<file path="src/rtl/ones_arb_pkg.sv">
// Shared types for the ones-counter arbiter: FSM state encoding.
package ones_arb_pkg;

  typedef enum logic [1:0] {
    A_idle   = 2'd0,
    A_launch = 2'd1,
    A_run    = 2'd2,
    A_resp   = 2'd3
  } arb_state_t;

endpackage

</file>
<file path="src/rtl/ones_count_arbiter_rr_pick.sv">
// Round-robin picker: first raised request strictly after last_gnt, wrapping.
module rr_pick #(
  parameter int N_REQ = 4,
  parameter int IDX_W = $clog2(N_REQ)
) (
  input  logic [N_REQ-1:0] req,
  input  logic [IDX_W-1:0] last_gnt,
  output logic [N_REQ-1:0] sel,
  output logic [IDX_W-1:0] sel_idx
);

  // Scan candidates last_gnt+1 .. last_gnt+N_REQ (mod N_REQ); keep the first hit
  always_comb begin
    logic             found;
    logic [IDX_W-1:0] cand;
    sel     = {N_REQ{1'b0}};
    sel_idx = {IDX_W{1'b0}};
    found   = 1'b0;
    cand    = {IDX_W{1'b0}};
    for (int k = 1; k <= N_REQ; k++) begin
      cand = IDX_W'((int'(last_gnt) + k) % N_REQ);
      if (!found && req[cand]) begin
        found     = 1'b1;
        sel[cand] = 1'b1;
        sel_idx   = cand;
      end else begin
        found = found;
      end
    end
  end

endmodule

</file>
<file path="src/rtl/ones_count_arbiter.sv">
// Round-robin arbiter/sequencer sharing one ones-counter unit among N_REQ clients.
// Grants one request at a time, launches the unit, waits for completion or a
// watchdog timeout, then returns the result to the granted requester.
module ones_count_arbiter
  import ones_arb_pkg::*;
#(
  parameter int  N_REQ   = 4,
  parameter int  DATA_W  = 8,
  parameter int  TIMEOUT = 64,
  localparam int CNT_W   = $clog2(DATA_W + 1)
) (
  input  logic                      clk,
  input  logic                      rst_b,
  input  logic [N_REQ-1:0]          req,
  input  logic [N_REQ*DATA_W-1:0]   req_data,
  output logic [N_REQ-1:0]          gnt,
  output logic [N_REQ-1:0]          rsp_valid,
  output logic [CNT_W-1:0]          rsp_count,
  output logic                      rsp_err,
  output logic                      cu_start,
  output logic [DATA_W-1:0]         cu_data,
  input  logic                      cu_busy,
  input  logic [CNT_W-1:0]          cu_count
);

  localparam int IDX_W = $clog2(N_REQ);
  localparam int WD_W  = $clog2(TIMEOUT + 1);

  arb_state_t        state_q, state_d;
  logic [DATA_W-1:0] op_q, op_d;
  logic [IDX_W-1:0]  idx_q, idx_d;
  logic [IDX_W-1:0]  last_gnt_q, last_gnt_d;
  logic [CNT_W-1:0]  cnt_q, cnt_d;
  logic              err_q, err_d;
  logic [WD_W-1:0]   wd_q, wd_d;
  logic              cu_start_q, cu_start_d;
  logic [N_REQ-1:0]  rsp_valid_q, rsp_valid_d;
  logic [CNT_W-1:0]  rsp_count_q, rsp_count_d;
  logic              rsp_err_q, rsp_err_d;
  logic [N_REQ-1:0]  gnt_s;
  logic [N_REQ-1:0]  sel_s;
  logic [IDX_W-1:0]  sel_idx_s;
  logic [DATA_W-1:0] slot_s [N_REQ];

  for (genvar gi = 0; gi < N_REQ; gi++) begin : g_slot
    assign slot_s[gi] = req_data[gi*DATA_W +: DATA_W];
  end

  rr_pick #(
    .N_REQ (N_REQ),
    .IDX_W (IDX_W)
  ) u_rr_pick (
    .req      (req),
    .last_gnt (last_gnt_q),
    .sel      (sel_s),
    .sel_idx  (sel_idx_s)
  );

  // Next-state, datapath and next-output decode; outputs are registered one cycle ahead
  always_comb begin
    state_d     = state_q;
    op_d        = op_q;
    idx_d       = idx_q;
    last_gnt_d  = last_gnt_q;
    cnt_d       = cnt_q;
    err_d       = err_q;
    wd_d        = wd_q;
    cu_start_d  = 1'b0;
    rsp_valid_d = {N_REQ{1'b0}};
    rsp_count_d = {CNT_W{1'b0}};
    rsp_err_d   = 1'b0;
    gnt_s       = {N_REQ{1'b0}};
    case (state_q)
      A_idle: begin
        if (|req) begin
          gnt_s      = sel_s;
          op_d       = slot_s[sel_idx_s];
          idx_d      = sel_idx_s;
          cu_start_d = 1'b1;
          state_d    = A_launch;
        end else begin
          state_d = A_idle;
        end
      end
      A_launch: begin
        wd_d    = {WD_W{1'b0}};
        state_d = A_run;
      end
      A_run: begin
        wd_d = wd_q + WD_W'(1);
        // Completion wins over a timeout landing in the same cycle
        if (!cu_busy) begin
          cnt_d       = cu_count;
          err_d       = 1'b0;
          rsp_valid_d = {{(N_REQ-1){1'b0}}, 1'b1} << idx_q;
          rsp_count_d = cu_count;
          rsp_err_d   = 1'b0;
          state_d     = A_resp;
        end else if (wd_q == WD_W'(TIMEOUT - 1)) begin
          cnt_d       = {CNT_W{1'b0}};
          err_d       = 1'b1;
          rsp_valid_d = {{(N_REQ-1){1'b0}}, 1'b1} << idx_q;
          rsp_count_d = {CNT_W{1'b0}};
          rsp_err_d   = 1'b1;
          state_d     = A_resp;
        end else begin
          state_d = A_run;
        end
      end
      A_resp: begin
        last_gnt_d = idx_q;
        state_d    = A_idle;
      end
      default: begin
        state_d    = A_idle;
        op_d       = {DATA_W{1'b0}};
        idx_d      = {IDX_W{1'b0}};
        last_gnt_d = IDX_W'(N_REQ - 1);
        cnt_d      = {CNT_W{1'b0}};
        err_d      = 1'b0;
        wd_d       = {WD_W{1'b0}};
      end
    endcase
  end

  // State, operand/result registers, watchdog and registered outputs
  always_ff @(posedge clk or negedge rst_b) begin
    if (!rst_b) begin
      state_q     <= A_idle;
      op_q        <= {DATA_W{1'b0}};
      idx_q       <= {IDX_W{1'b0}};
      last_gnt_q  <= IDX_W'(N_REQ - 1);
      cnt_q       <= {CNT_W{1'b0}};
      err_q       <= 1'b0;
      wd_q        <= {WD_W{1'b0}};
      cu_start_q  <= 1'b0;
      rsp_valid_q <= {N_REQ{1'b0}};
      rsp_count_q <= {CNT_W{1'b0}};
      rsp_err_q   <= 1'b0;
    end else begin
      state_q     <= state_d;
      op_q        <= op_d;
      idx_q       <= idx_d;
      last_gnt_q  <= last_gnt_d;
      cnt_q       <= cnt_d;
      err_q       <= err_d;
      wd_q        <= wd_d;
      cu_start_q  <= cu_start_d;
      rsp_valid_q <= rsp_valid_d;
      rsp_count_q <= rsp_count_d;
      rsp_err_q   <= rsp_err_d;
    end
  end

  // Grant is combinational from req, so hold it low while reset is asserted
  assign gnt       = rst_b ? gnt_s : {N_REQ{1'b0}};
  assign rsp_valid = rsp_valid_q;
  assign rsp_count = rsp_count_q;
  assign rsp_err   = rsp_err_q;
  assign cu_start  = cu_start_q;
  assign cu_data   = op_q;

endmodule
</file>
<file path="config.mk">
export PLATFORM = sky130hd
export DESIGN_NAME = ones_count_arbiter
export DESIGN_NICKNAME = d
export VERILOG_FILES = /design/src/rtl/ones_arb_pkg.sv /design/src/rtl/ones_count_arbiter_rr_pick.sv /design/src/rtl/ones_count_arbiter.sv
export SDC_FILE = /design/constraint.sdc
export NUM_CORES = 1
export LEC_CHECK = 0
export BUFFER_PORTS_ARGS = -buffer_cell sky130_fd_sc_hd__buf_2
export CAP_MARGIN = 5
export CORE_UTILIZATION = 28
export DETAILED_ROUTE_END_ITERATION = 8
export SYNTH_ARGS = -nofsm -noshare
export SYNTH_HDL_FRONTEND = slang
export SYNTH_SLANG_ARGS = --single-unit
</file>
<file path="constraint.sdc">
create_clock -name clk -period 3.8 [get_ports clk]
set_input_delay 0.38 -clock clk [delete_from_list [all_inputs] [get_ports clk]]
set_output_delay 0.38 -clock clk [all_outputs]
set_load 0.005 [all_outputs]
</file>
==> key figures <==
Layout
  • Nets@finish: 318
  • Area of the multi-input gates: 1070 µm²
  • Ant diodes: 0
  • Register area: 778 µm²
  • Fraction of layout cells with a size suffix above 1: a little under a third
  • Area Overhead vs Synth: 25.2%
  • Fillers: 707

Route
  • Vias: roughly 1.6k
  • Detailed-route wire length: 4280 µm
  • First-pass iteration count of the detailed router: 4
  • Avg Vias per Cell: 4.75
  • Post-route DRC: 0
  • ANT nets after route: 0
  • DRT iter0 DRCs: between 70 and 80
  • Drt wl/cell: 12.5 µm

STA
  • Worst Tran Pin Value: 0.418 ns
  • Tmin final: between 3 and 4 ns
  • Final setup vio count: 0
  • Peak Freq: 288 MHz
  • RSZ-0062 raised after global routing: false
  • Slew Limit Fails: 0
  • Final Hold Vio Count: 0
  • Clock Skews: 0.00932 ns
  • Period utilization: roughly nine tenths
  • Worst rel slew slack: 72.1%
  • Setup tns final: 0 ns

Synthesis
  • Synth Flop Type: dfrtp_1
  • Synth Area per Inst: 9.81 µm²
  • Synth Net Count: ~260
  • Leading area contributor after synthesis: dfrtp_1
  • Cell Area, Synth: 1950 µm²
  • Sequential area share after synthesis: between 30% and 40%
  • EDFF count, synth: 0
  • Top cells by area, synth: dfrtp_1 (37%), mux2i_1 (8.7%), ha_1 (8.3%), nand2_1 (5.8%), mux4_2 (4.6%)
  • Asr flop ratio synth: 100%
  • Post-synth top cells: nand2_1 (30), dfrtp_1 (29), mux2i_1 (17), nor2_1 (16), o21ai_0 (14)
  • FF+latch count, synth: 31
  • Most common cell in the netlist: nand2_1
  • Yosys cell types: 36
  • YS warnings: 0
  • Synth top area share: between 30% and 40%
  • Synthesized instance count: 199

Clock tree
  • Maximum clock path buffer count: 2
  • Htree depth: 2
  • Total clock sinks: 31
  • CTS tree: done
  • Num CTS Buffers: 5
  • CTS root buf: clkbuf_8
  • Post-CTS Hold Buffers: 0
  • Clk_lat worst skew: 0.28 ns
  • Post-CTS Setup Bufs: 0
  • Post-cts resize count: 0
  • Worst-path clk slew: roughly 0.07 ns

GRT
  • Grt total ovfl: 0
  • Largest net degree at the start of global routing: 33
  • GR Util All Layers: 12.3%
  • First-pass GRT wire length: 7180 µm
  • Initial antenna violation count: 0
  • Vias in the first global route: roughly 1.6k

Worst hold path
  • Hold Path Class: in2async

Die
  • Die X: 85.5 µm
  • Core Region: 6760 µm²
  • Io pins: 65
  • Total die area: approximately 7300 µm²
  • Die height: 85.5 µm
  • Initial Util: 28.9%
  • Cell Rows: 30

Power
  • Total power: about 1.8 mW
  • LEAKAGE: 1.23 nW
  • Peak VDD IR: 0.000301 V
  • Power Density: around 760 nW/µm²

Setup path
  • Worst EP required: 3.42 ns
  • Worst Path Arrival: just over 3 ns
  • R2r startpoint: last_gnt_q[0]
  • FF-to-FF path depth: 8
  • RR Endpoint: cu_data[1]
  • CP Class: reg2out
  • Critical path peak fanout: 15
  • Critical path launch point type: flip-flop
  • Flop-to-flop setup slack: 0.48 ns
  • Worst setup EP type: primary output

Place
  • HPWL Detailed: 3160 µm
  • GP Congestion: ~0.80
  • IO Port Bufs: between 60 and 70

Outcome
  • Run status: complete, no violations

Job
  • Max Cap Violations: 0
[placed cells by master, fill, tap and decap left out, types with 2 or more instances in the layout]
cell and count:
o221ai_1 8, a32o_1 2, a22oi_1 4, buf_4 2
ha_1 12, nor2b_1 3, a221oi_1 4, dfstp_2 2
nand2b_1 2, nand3_1 5, nor2_1 16, buf_2 64
o21a_1 2, a21oi_1 2, dfrtp_1 29, nand2_1 30
inv_1 12, mux4_2 4, mux2i_1 17, and3_1 3
clkbuf_8 5, o21ai_0 14, and2_1 4
[cell type report]
type | count | share of cell area [%]
clock buffer | 5 | 2.82
clock inverter | 3 | 1.79
inverter | 12 | 1.84
multi-input combinational | 146 | 43.9
sequential | 31 | 31.8
tap | 80 | 4.10
timing repair buffer | 66 | 13.7
[registers in the layout (all words and copies together), names as in the netlist]
| name | flops |
|---|---|
| wd_q | 7 |
| rsp_valid | 4 |
| idx_q | 2 |
| state_q | 2 |
| cu_data | 8 |
| last_gnt_q | 2 |
| rsp_count | 4 |
| cu_start | 1 |
| rsp_err | 1 |
[per-layer routing]
metal | track usage, % | vias to the layer above | part of all wire (%) | routed length [µm]
met5 | 0 | - | 0 | 0
met4 | 3.18 | 0 | 0.89 | 38
met3 | 3.75 | 5 | 5.4 | 231
met2 | 20.1 | 37 | 48 | 2050
met1 | 15.9 | 754 | 46 | 1960
li1 | - | 833 | - | -
[logic make-up after synthesis]
logic type | share of synthesized area (%)
XOR/XNOR | 0.449
AND/OR/NAND/NOR | 17.1
multiplexers | 13.3
buffers and inverters | 5.70
adder cells (fa/ha/maj) | 8.33
flip-flops | 39.9
AO/OA/AOI/OAI | 15.2
[worst max path at each step]
| stage | end | slack [ns] | startpoint | cells past startpoint |
|---|---|---|---|---|
| after floorplan | cu_data[0] | 0.86 | last_gnt_q[0] | 10 |
| after global placement | cu_data[1] | 0.50 | last_gnt_q[0] | 8 |
| after detailed placement | cu_data[1] | 0.42 | last_gnt_q[0] | 8 |
| after CTS | gnt[0] | 0.27 | last_gnt_q[0] | 9 |
| after global routing | gnt[3] | 0.08 | last_gnt_q[0] | 9 |
| final | gnt[0] | 0.32 | last_gnt_q[0] | 9 |
[metrics by stage]
step | hold WS (ns) | area, µm² | std cells | setup slack (ns) | util, %
floorplan | 0.0844 | 1950 | 199 | 0.861 | -
global placement | 0.429 | 2330 | 335 | 0.499 | 34.5
detailed placement | 0.430 | 2330 | 335 | 0.416 | 34.5
CTS | 0.120 | 2440 | 343 | 0.266 | 36.1
global route | 0.157 | 2440 | 343 | 0.0782 | 36.2
finish | 0.103 | 2440 | 343 | 0.323 | 36.2
[critical path: stages (launching register included)]
cell and delay [ns]:
dfstp_2 0.72, inv_1 0.23, ha_2 0.49, mux4_2 0.57
nor2b_4 0.18, a22oi_1 0.15, nor2_1 0.05, a221oi_1 0.24
nor2_1 0.06, buf_2 0.13
[power by group]
group | total, mW | switching (mW) | internal (mW)
clock | 0.322 | 0.127 | 0.195
sequential | 0.538 | 0.0941 | 0.444
combinational | 0.988 | 0.544 | 0.445
total | 1.85 | 0.765 | 1.08
Power figures use the tool's default switching activity.
